===== config.mk =====
export PLATFORM = sky130hd
export DESIGN_NAME = voice_allocator
export DESIGN_NICKNAME = d
export VERILOG_FILES = /design/src/rtl/voice_allocator.sv
export SDC_FILE = /design/constraint.sdc
export NUM_CORES = 1
export LEC_CHECK = 0
export BUFFER_PORTS_ARGS = -buffer_cell sky130_fd_sc_hd__clkbuf_2
export CAP_MARGIN = 20
export CORE_UTILIZATION = 50
export DETAILED_ROUTE_END_ITERATION = 16
export HOLD_SLACK_MARGIN = 0.03
export MAX_ROUTING_LAYER = met4
export PLACE_DENSITY = 0.73
export SYNTH_ARGS = -nofsm -noshare
export SYNTH_HDL_FRONTEND = slang
export SYNTH_SLANG_ARGS = --single-unit

===== constraint.sdc =====
create_clock -name clk -period 4 [get_ports clk]
set_input_delay 0.4 -clock clk [delete_from_list [all_inputs] [get_ports clk]]
set_output_delay 0.4 -clock clk [all_outputs]
set_load 0.01 [all_outputs]

===== src/rtl/voice_allocator.sv =====
// Polyphonic voice allocator: assigns MIDI note-on/off events to voices.
// It scans one voice per cycle, then commits as retrigger, free-voice or steal.
module voice_allocator #(
    parameter int NUM_VOICES = 8,
    parameter int AGE_W      = 4
) (
    input  logic                    clk,
    input  logic                    rst,
    input  logic                    midi_command_ready,
    input  logic [3:0]              ch_message,
    input  logic [3:0]              chan,
    input  logic [6:0]              note,
    input  logic [6:0]              velocity,
    input  logic [6:0]              lsb,
    input  logic [3:0]              listen_chan,
    input  logic                    omni,
    output logic                    busy,
    output logic                    drop,
    output logic [NUM_VOICES-1:0]   voice_gate,
    output logic [NUM_VOICES-1:0]   voice_trig,
    output logic [7*NUM_VOICES-1:0] voice_note,
    output logic [7*NUM_VOICES-1:0] voice_vel,
    output logic                    steal
);

    localparam int IW = $clog2(NUM_VOICES);

    typedef enum logic [1:0] {IDLE, SCAN, COMMIT} state_t;
    typedef enum logic [1:0] {EV_ON, EV_OFF, EV_ALL} kind_t;

    state_t state_q, state_d;
    kind_t  kind_q, kind_d;
    logic   ready_q;
    logic [6:0] lnote_q, lnote_d;
    logic [6:0] lvel_q, lvel_d;
    logic [IW-1:0] idx_q, idx_d;
    logic [NUM_VOICES-1:0] mmask_q, mmask_d;
    logic mfound_q, mfound_d;
    logic ffound_q, ffound_d;
    logic ofound_q, ofound_d;
    logic [IW-1:0] midx_q, midx_d;
    logic [IW-1:0] fidx_q, fidx_d;
    logic [IW-1:0] oidx_q, oidx_d;
    logic [AGE_W-1:0] oage_q, oage_d;

    logic [NUM_VOICES-1:0] gate_q, gate_d;
    logic [NUM_VOICES-1:0] trig_q, trig_d;
    logic steal_q, steal_d;
    logic drop_q, drop_d;
    logic [6:0] note_q [NUM_VOICES];
    logic [6:0] note_d [NUM_VOICES];
    logic [6:0] vel_q [NUM_VOICES];
    logic [6:0] vel_d [NUM_VOICES];
    logic [AGE_W-1:0] age_q [NUM_VOICES];
    logic [AGE_W-1:0] age_d [NUM_VOICES];

    logic ev, is_on, is_off, is_all;
    logic [IW-1:0] tgt;

    assign ev     = midi_command_ready & ~ready_q
                  & (omni | (chan == listen_chan));
    assign is_on  = (ch_message == 4'h9) && (velocity != 7'd0);
    assign is_off = (ch_message == 4'h8)
                  || ((ch_message == 4'h9) && (velocity == 7'd0));
    assign is_all = (ch_message == 4'hB)
                  && ((lsb == 7'd120) || (lsb == 7'd123));

    always_comb begin
        state_d  = state_q;
        kind_d   = kind_q;
        lnote_d  = lnote_q;
        lvel_d   = lvel_q;
        idx_d    = idx_q;
        mmask_d  = mmask_q;
        mfound_d = mfound_q;
        ffound_d = ffound_q;
        ofound_d = ofound_q;
        midx_d   = midx_q;
        fidx_d   = fidx_q;
        oidx_d   = oidx_q;
        oage_d   = oage_q;
        gate_d   = gate_q;
        note_d   = note_q;
        vel_d    = vel_q;
        age_d    = age_q;
        trig_d   = '0;
        steal_d  = 1'b0;
        drop_d   = 1'b0;
        tgt      = '0;

        unique case (state_q)
            IDLE: begin
                if (ev && (is_on || is_off)) begin
                    kind_d   = is_on ? EV_ON : EV_OFF;
                    lnote_d  = note;
                    lvel_d   = velocity;
                    idx_d    = '0;
                    mmask_d  = '0;
                    mfound_d = 1'b0;
                    ffound_d = 1'b0;
                    ofound_d = 1'b0;
                    state_d  = SCAN;
                end else if (ev && is_all) begin
                    kind_d  = EV_ALL;
                    state_d = COMMIT;
                end
            end
            SCAN: begin
                drop_d = ev;
                if (gate_q[idx_q] && (note_q[idx_q] == lnote_q)) begin
                    mmask_d[idx_q] = 1'b1;
                    if (!mfound_q) begin
                        mfound_d = 1'b1;
                        midx_d   = idx_q;
                    end
                end
                if (!gate_q[idx_q] && !ffound_q) begin
                    ffound_d = 1'b1;
                    fidx_d   = idx_q;
                end
                // strict '>' keeps the lowest index on equal ages
                if (gate_q[idx_q]
                    && (!ofound_q || (age_q[idx_q] > oage_q))) begin
                    ofound_d = 1'b1;
                    oidx_d   = idx_q;
                    oage_d   = age_q[idx_q];
                end
                if (idx_q == IW'(NUM_VOICES - 1)) begin
                    state_d = COMMIT;
                end else begin
                    idx_d = idx_q + IW'(1);
                end
            end
            COMMIT: begin
                drop_d  = ev;
                state_d = IDLE;
                unique case (kind_q)
                    EV_ON: begin
                        tgt = mfound_q ? midx_q
                            : (ffound_q ? fidx_q : oidx_q);
                        steal_d = !mfound_q && !ffound_q;
                        for (int i = 0; i < NUM_VOICES; i++) begin
                            if ((IW'(i) != tgt) && gate_q[i]
                                && (age_q[i] != '1)) begin
                                age_d[i] = age_q[i] + AGE_W'(1);
                            end
                        end
                        age_d[tgt]  = '0;
                        gate_d[tgt] = 1'b1;
                        note_d[tgt] = lnote_q;
                        vel_d[tgt]  = lvel_q;
                        trig_d[tgt] = 1'b1;
                    end
                    EV_OFF: begin
                        for (int i = 0; i < NUM_VOICES; i++) begin
                            if (mmask_q[i]) begin
                                gate_d[i] = 1'b0;
                                age_d[i]  = '0;
                            end
                        end
                    end
                    EV_ALL: begin
                        gate_d = '0;
                        for (int i = 0; i < NUM_VOICES; i++) begin
                            age_d[i] = '0;
                        end
                    end
                    default: begin
                    end
                endcase
            end
            default: state_d = IDLE;
        endcase
    end

    always_ff @(posedge clk) begin
        if (!rst) begin
            state_q  <= IDLE;
            kind_q   <= EV_ON;
            ready_q  <= 1'b0;
            lnote_q  <= '0;
            lvel_q   <= '0;
            idx_q    <= '0;
            mmask_q  <= '0;
            mfound_q <= 1'b0;
            ffound_q <= 1'b0;
            ofound_q <= 1'b0;
            midx_q   <= '0;
            fidx_q   <= '0;
            oidx_q   <= '0;
            oage_q   <= '0;
            gate_q   <= '0;
            trig_q   <= '0;
            steal_q  <= 1'b0;
            drop_q   <= 1'b0;
            for (int i = 0; i < NUM_VOICES; i++) begin
                note_q[i] <= '0;
                vel_q[i]  <= '0;
                age_q[i]  <= '0;
            end
        end else begin
            state_q  <= state_d;
            kind_q   <= kind_d;
            ready_q  <= midi_command_ready;
            lnote_q  <= lnote_d;
            lvel_q   <= lvel_d;
            idx_q    <= idx_d;
            mmask_q  <= mmask_d;
            mfound_q <= mfound_d;
            ffound_q <= ffound_d;
            ofound_q <= ofound_d;
            midx_q   <= midx_d;
            fidx_q   <= fidx_d;
            oidx_q   <= oidx_d;
            oage_q   <= oage_d;
            gate_q   <= gate_d;
            trig_q   <= trig_d;
            steal_q  <= steal_d;
            drop_q   <= drop_d;
            note_q   <= note_d;
            vel_q    <= vel_d;
            age_q    <= age_d;
        end
    end

    assign busy       = (state_q != IDLE);
    assign drop       = drop_q;
    assign voice_gate = gate_q;
    assign voice_trig = trig_q;
    assign steal      = steal_q;

    always_comb begin
        voice_note = '0;
        voice_vel  = '0;
        for (int i = 0; i < NUM_VOICES; i++) begin
            voice_note[7*i +: 7] = note_q[i];
            voice_vel[7*i +: 7]  = vel_q[i];
        end
    end

endmodule


**Yosys cells after proc, flatten, opt, wreduce, memory -nomap -nowiden**

Index checks and enable logic that the tools add are counted.

- Shifts and indexed selects: 0
- Bitwise gates (word level): 11
- Multiplexer cells: 81
- Div/mod/pow operators: 0
- Equality and inequality tests: 42
- $mul: 0
- Add/subtract/negate cells: 9
- Reduce and logical (&&, ||, !) cells: 67
- Order comparisons: 8

Operator list:

| cell | count |
|---|---|
| $mux 4 | 35 |
| $bwmux 56 | 2 |
| $pmux 32 s3 | 1 |
| $reduce_and 3->1 | 14 |
| $add 4x1->4 const B | 8 |
| $and 32x32->32 | 1 |
| $ne 4x4->1 const B | 8 |
| $not 32->32 | 1 |
| $logic_and 1x1->1 | 28 |
| $ne 2x2->1 const B | 14 |
| $pmux 8 s3 | 1 |
| $bmux 7 s3 | 1 |
| $demux 7 s3 | 1 |
| $mux 7 | 3 |
| $mux 1 | 16 |
| $mux 8 | 2 |
| $or 8x8->8 | 2 |
| $pmux 8 s2 | 1 |
| $eq 7x7->1 const B | 2 |
| $reduce_and 2->1 | 7 |
| $bmux 4 s3 | 1 |
| $demux 4 s3 | 1 |
| $eq 4x4->1 const B | 3 |
| $mux 3 | 4 |
| 33 further kinds | 61 |

- Bits in writable memories: 0
- Register bits: 208
- Memory bits (read-only): 0
- Logic and storage cells: 267
- Bits of input ports: 37
- Memories: 0
- Latch bits: 0

**Logic depth before layout (Yosys ltp)**

- Word-level depth: 10
- Depth in mapped cells: 15

**Worst setup path after synthesis**

No wires, ideal clock.

- Path type: register to register
- From: register idx_q[0]
- To: register oidx_q[0]
- Arrival: 2.733 ns
- Period minus slack after synthesis: 2.861 ns
- Cell stages (with the launch flop): 16
- Setup slack: 1.139 ns
- Required time: 3.872 ns
- Cell sequence: dfxtp_1 > buf_6 > buf_4 > buf_4 > buf_2 > o221ai_1 > o21ai_0 > o21ai_0 > ha_1 > nor2b_1 > o21a_1 > o21a_1 > o21ai_0 > a21oi_2 > mux2i_1 > nor2_1

- Word-level cells in the longest chain between the ends: 8
- Elaborated cells between the ends (all ways): 10

RTL lines:

| element | RTL line | source |
|---|---|---|
| from (decl) | 36 | `logic [IW-1:0] idx_q, idx_d;` |
| from (signal assigned) | 207 | `idx_q <= idx_d;` |
| $not 3->4 (not written as such) | 123 | `&& (!ofound_q \|\| (age_q[idx_q] > oage_q))) begin` |
| $bmux 4 s3 | 123 |  |
| $mux 4 (not written as such) (2 in a row) | 123 |  |
| $gt 4x4->1 | 123 |  |
| $logic_or 1x1->1 | 123 |  |
| $logic_and 1x1->1 | 123 |  |
| $reduce_and 2->1 (no source line) | -- |  |
| to (signal assigned) | 214 | `oidx_q <= oidx_d;` |
| to (decl) | 43 | `logic [IW-1:0] oidx_q, oidx_d;` |

Several ways; a longest one is shown, not always the timed one. The select of a mux whose other input is x is not followed.
A chain may end at the register's enable or synchronous reset.

**Worst setup path in the final report**

- From: register idx_q[2]
- To: register oage_q[2]

- Word-level cells in the longest chain between the ends: 8
- Elaborated cells between the ends (all ways): 10

RTL lines:

| element | RTL line | source |
|---|---|---|
| $not 3->4 (not written as such) | 123, 126 |  |
| $bmux 4 s3 | 123, 126 |  |
| $mux 4 (not written as such) (2 in a row) | 123, 126 |  |
| $gt 4x4->1 | 123 |  |
| $logic_or 1x1->1 | 123 |  |
| $logic_and 1x1->1 | 123 |  |
| $reduce_and 2->1 (no source line) | -- |  |
| to (signal assigned) | 215 | `oage_q <= oage_d;` |
| to (decl) | 44 | `logic [AGE_W-1:0] oage_q, oage_d;` |

Several ways; a longest one is shown, not always the timed one. The select of a mux whose other input is x is not followed.

==> flow_results.xml <==
<?xml version="1.0" encoding="UTF-8"?>
<metrics>
  <group name="power">
    <metric name="max_ir_drop_vdd" unit="mV">0.285</metric>
    <metric name="power_frac_seq" unit="%">47.1</metric>
    <metric name="clkPwrFrac" unit="%">46.5</metric>
    <metric name="power.net_switching" unit="mW">1.02</metric>
    <metric name="switching_share" unit="%">22.9</metric>
    <metric name="leakage" unit="nW">4.12</metric>
    <metric name="comb_power_share" unit="%">6.4</metric>
    <metric name="p_int" unit="mW">3.42</metric>
    <metric name="power_density_of_the_placed_cells" unit="nW/µm²">397</metric>
  </group>
  <group name="synthesis">
    <metric name="synth_seq_area_share" unit="%">43.9</metric>
    <metric name="post_synth_main_area_contributors" unit="">sky130_fd_sc_hd__dfxtp_1 44%, sky130_fd_sc_hd__nand2_1 11%, sky130_fd_sc_hd__a21oi_1 8.5%</metric>
    <metric name="synth_ff_type" unit="">sky130_fd_sc_hd__dfxtp_1</metric>
    <metric name="synth_largest_area_cell" unit="">sky130_fd_sc_hd__dfxtp_1</metric>
    <metric name="ys_async_sr_fraction" unit="%">0</metric>
    <metric name="number_of_instances_in_the_synthesized_netlist" unit="">1140</metric>
    <metric name="synth.ff_latch_count" unit="">208</metric>
    <metric name="synth_edf_count" unit="">0</metric>
    <metric name="synth_top_area_share" unit="%">43.9</metric>
    <metric name="post_synth.cell_area_avg" unit="µm²">8.31</metric>
    <metric name="synth_cell_types" unit="">66</metric>
    <metric name="synth_commonest_cells" unit="">276 x sky130_fd_sc_hd__nand2_1, 208 x sky130_fd_sc_hd__dfxtp_1, 161 x sky130_fd_sc_hd__a21oi_1, 68 x sky130_fd_sc_hd__nor2_1, 57 x sky130_fd_sc_hd__clkbuf_1</metric>
    <metric name="synth_most_common_cell" unit="">sky130_fd_sc_hd__nand2_1</metric>
    <metric name="syn-num-nets" unit="">1197</metric>
    <metric name="number_of_warnings_reported_in_the_yosys_synthesis_log" unit="">0</metric>
    <metric name="synth_area" unit="µm²">9480</metric>
  </group>
  <group name="global_routing">
    <metric name="grt_pass1_wl" unit="µm">44500</metric>
    <metric name="grt_pass1_vias" unit="">8243</metric>
    <metric name="grt.overflow.total" unit="">0</metric>
    <metric name="grt_max_degree" unit="">103</metric>
    <metric name="antenna_found_initial" unit="">0</metric>
    <metric name="globalRouteTotalUtil" unit="%">29.4</metric>
  </group>
  <group name="worst_setup_path">
    <metric name="timing_worst_setup_path_type" unit="">reg2reg</metric>
    <metric name="cp_data_required_time" unit="ns">4.38</metric>
    <metric name="data_arrival_time_of_the_critical_path" unit="ns">3.62</metric>
    <metric name="setup.worst_path.start" unit="">idx_q[2]$_SDFFE_PN0P_</metric>
    <metric name="timing.reg2reg.worst_path_depth" unit="">11</metric>
    <metric name="timing.rr.start" unit="">idx_q[2]$_SDFFE_PN0P_</metric>
    <metric name="critical_path_source_type" unit="">flip-flop</metric>
    <metric name="worstSetupEndpointType" unit="">flip-flop</metric>
    <metric name="crit_fanout" unit="">14</metric>
  </group>
  <group name="floorplan">
    <metric name="die_height" unit="µm">140</metric>
    <metric name="floorplan.io_pins" unit="">168</metric>
    <metric name="placement_rows" unit="">49</metric>
    <metric name="core_area" unit="µm²">18300</metric>
    <metric name="die_width" unit="µm">140</metric>
    <metric name="initial_utilization" unit="%">51.9</metric>
    <metric name="die-area" unit="µm²">19500</metric>
  </group>
  <group name="sta">
    <metric name="finalHoldViolations" unit="">0</metric>
    <metric name="achievable-frequency" unit="MHz">309</metric>
    <metric name="slew_viol_final" unit="">0</metric>
    <metric name="finalCriticalPeriod" unit="ns">3.23</metric>
    <metric name="layout_worst_path_cycle_share" unit="%">80.8</metric>
    <metric name="setup_viol" unit="">0</metric>
    <metric name="rsz0062_at_grt" unit="">no</metric>
    <metric name="finalWorstSetupSlack" unit="ns">0.767</metric>
    <metric name="timing.slew.headroom" unit="%">26.5</metric>
    <metric name="worstMarginPinSlew" unit="ns">1.09</metric>
    <metric name="timing.setup.tns" unit="ns">0</metric>
    <metric name="worst_clock_skew" unit="ns">0.0140</metric>
  </group>
  <group name="clock_tree">
    <metric name="number_of_cells_upsized_or_downsized_after_cts" unit="">0</metric>
    <metric name="root_buffer_cell" unit="">sky130_fd_sc_hd__clkbuf_16</metric>
    <metric name="worstSkewPairLatency" unit="ns">0.51</metric>
    <metric name="cts_hold_buf" unit="">0</metric>
    <metric name="path_clk_slew" unit="ns">0.06</metric>
    <metric name="cts_setup_buffers" unit="">0</metric>
    <metric name="htree_num_levels" unit="">1</metric>
    <metric name="cts_tree" unit="">yes</metric>
    <metric name="tritoncts_num_sinks" unit="">208</metric>
    <metric name="cts_inserted_buffers" unit="">22</metric>
    <metric name="clk_path_buf_depth" unit="">3</metric>
  </group>
  <group name="placed_design">
    <metric name="dp_hpwl" unit="µm">19800</metric>
    <metric name="placement.setup.worst_slack" unit="ns">0.833</metric>
    <metric name="buffer_ports.inserted" unit="">167</metric>
    <metric name="place_inst" unit="">1476</metric>
    <metric name="gp_routability_congestion" unit="">0.929</metric>
  </group>
  <group name="cells_and_area">
    <metric name="drive_above_1_share" unit="%">20.5</metric>
    <metric name="n_antenna_cell" unit="">0</metric>
    <metric name="fin_cells" unit="">1514</metric>
    <metric name="area_growth" unit="%">17.8</metric>
    <metric name="final_net_count" unit="">1328</metric>
  </group>
  <group name="detailed_routing">
    <metric name="routedWlPerCell" unit="µm">18.5</metric>
    <metric name="drt_drc_violations_left" unit="">0</metric>
    <metric name="route.antenna.remaining_nets" unit="">0</metric>
    <metric name="drt_wl_total" unit="µm">28000</metric>
    <metric name="initialDrtViolationCount" unit="">667</metric>
    <metric name="route.vias.total" unit="">8948</metric>
    <metric name="detail_route.first_pass.iterations" unit="">6</metric>
    <metric name="viasPerCell" unit="">5.91</metric>
  </group>
  <group name="worst_hold_path">
    <metric name="whs_path_depth" unit="">3</metric>
    <metric name="hold_path_class" unit="">in2reg</metric>
    <metric name="hold_path_startpoint" unit="">note[1]</metric>
  </group>
  <group name="run_status">
    <metric name="run_status" unit="">completed</metric>
  </group>
  <group name="flow_run">
    <metric name="max-cap-violations" unit="">0</metric>
  </group>
</metrics>
## state kept, by name (all words and copies together), names as in the netlist, 2 cells and up
register,flops
voice_trig,8
lvel_q,7
voice_gate,8
state_q,2
kind_q,2
fidx_q,3
idx_q,3
voice_vel,56
oidx_q,3
age_q,32
oage_q,4
mmask_q,8
voice_note,56
midx_q,3
lnote_q,7
## per-layer routing
metal / vias to the layer above / track usage (%) / routed length [µm]
li1: 4254 / - / -
met4: 0 / 9.43 / 835
met5: - / - / 0
met2: 426 / 45.3 / 12700
met3: 68 / 5.02 / 2520
met1: 4200 / 39.2 / 11900
## cell usage in the layout, fill, tap and decap left out, types with 6 or more instances in the layout
master,instances
sky130_fd_sc_hd__a21oi_1,161
sky130_fd_sc_hd__clkbuf_16,23
sky130_fd_sc_hd__ha_1,20
sky130_fd_sc_hd__clkbuf_1,7
sky130_fd_sc_hd__o21ai_0,17
sky130_fd_sc_hd__nand3_1,27
sky130_fd_sc_hd__dfxtp_1,207
sky130_fd_sc_hd__nor3_1,22
sky130_fd_sc_hd__mux2i_1,48
sky130_fd_sc_hd__clkbuf_2,167
sky130_fd_sc_hd__a22oi_1,16
sky130_fd_sc_hd__o21a_1,11
sky130_fd_sc_hd__nor2_1,68
sky130_fd_sc_hd__inv_1,20
sky130_fd_sc_hd__nand2_1,276
sky130_fd_sc_hd__nand4_1,14
sky130_fd_sc_hd__nand2b_1,6
sky130_fd_sc_hd__a311oi_1,9
sky130_fd_sc_hd__mux4_2,6
sky130_fd_sc_hd__buf_4,17
sky130_fd_sc_hd__a21boi_0,8
sky130_fd_sc_hd__a41o_1,8
sky130_fd_sc_hd__a211oi_1,9
sky130_fd_sc_hd__a21o_1,8
sky130_fd_sc_hd__o31ai_1,6
## cell families (layout without fill, tap and decap cells)
| group | count (synthesis) | in the layout | synth area share (%) |
|---|---|---|---|
| AO/OA/AOI/OAI | 290 | 290 | 19.4 |
| multiplexers | 61 | 61 | 7.35 |
| flip-flops | 208 | 208 | 43.9 |
| adder cells (fa/ha/maj) | 20 | 20 | 2.64 |
| XOR/XNOR | 9 | 9 | 0.832 |
| buffers and inverters | 98 | 243 | 4.54 |
| AND/OR/NAND/NOR | 454 | 454 | 21.3 |
## critical path: stages (launching register included)
cell and delay [ns]:
sky130_fd_sc_hd__dfxtp_1 0.67, sky130_fd_sc_hd__buf_4 0.32, sky130_fd_sc_hd__buf_4 0.25, sky130_fd_sc_hd__nand2b_1 0.27
sky130_fd_sc_hd__o211ai_1 0.17, sky130_fd_sc_hd__ha_1 0.33, sky130_fd_sc_hd__o21a_1 0.13, sky130_fd_sc_hd__o21a_1 0.10
sky130_fd_sc_hd__o21ai_0 0.09, sky130_fd_sc_hd__a21oi_2 0.48, sky130_fd_sc_hd__mux2i_1 0.25, sky130_fd_sc_hd__nor2_1 0.06
## layout make-up
class,count,area [µm²]
fillers,1631,7100
clock buffers,34,657
flip-flops and latches,208,4170
clock inverters,4,70.1
multi-input cells,834,4940
inverters,21,81.3
repair buffers,184,963
well taps,229,287
## worst paths after layout
kind,to,slack [ns]
max,oage_q[2]$_SDFFE_PN0P_,0.77
min reg2reg,voice_vel[55]$_SDFFE_PN0P_,0.45
min,lnote_q[1]$_SDFFE_PN0N_,0.13
max reg2reg,oage_q[2]$_SDFFE_PN0P_,0.77
## metrics by stage
step	total power, mW	utilization (%)	hold slack, ns	cell area [µm²]
global placement	2.41	57.1	0.439	10400
CTS	4.45	61.1	0.115	11200
detailed placement	2.42	57.1	0.448	10400
floorplan	2.32	-	0.425	9480
global route	4.56	61.1	0.141	11200
finish	4.44	61.1	0.126	11200
## power groups by stage
stage          registers [mW]  logic, mW  clock network, mW
2_1_floorplan            2.13      0.192                  0
6_report                 2.09      0.284               2.06
3_3_place_gp             2.14      0.276                  0
5_1_grt                  2.09      0.310               2.15
3_5_place_dp             2.14      0.279                  0
4_1_cts                  2.09      0.281               2.08
Power figures use the tool's default switching activity.
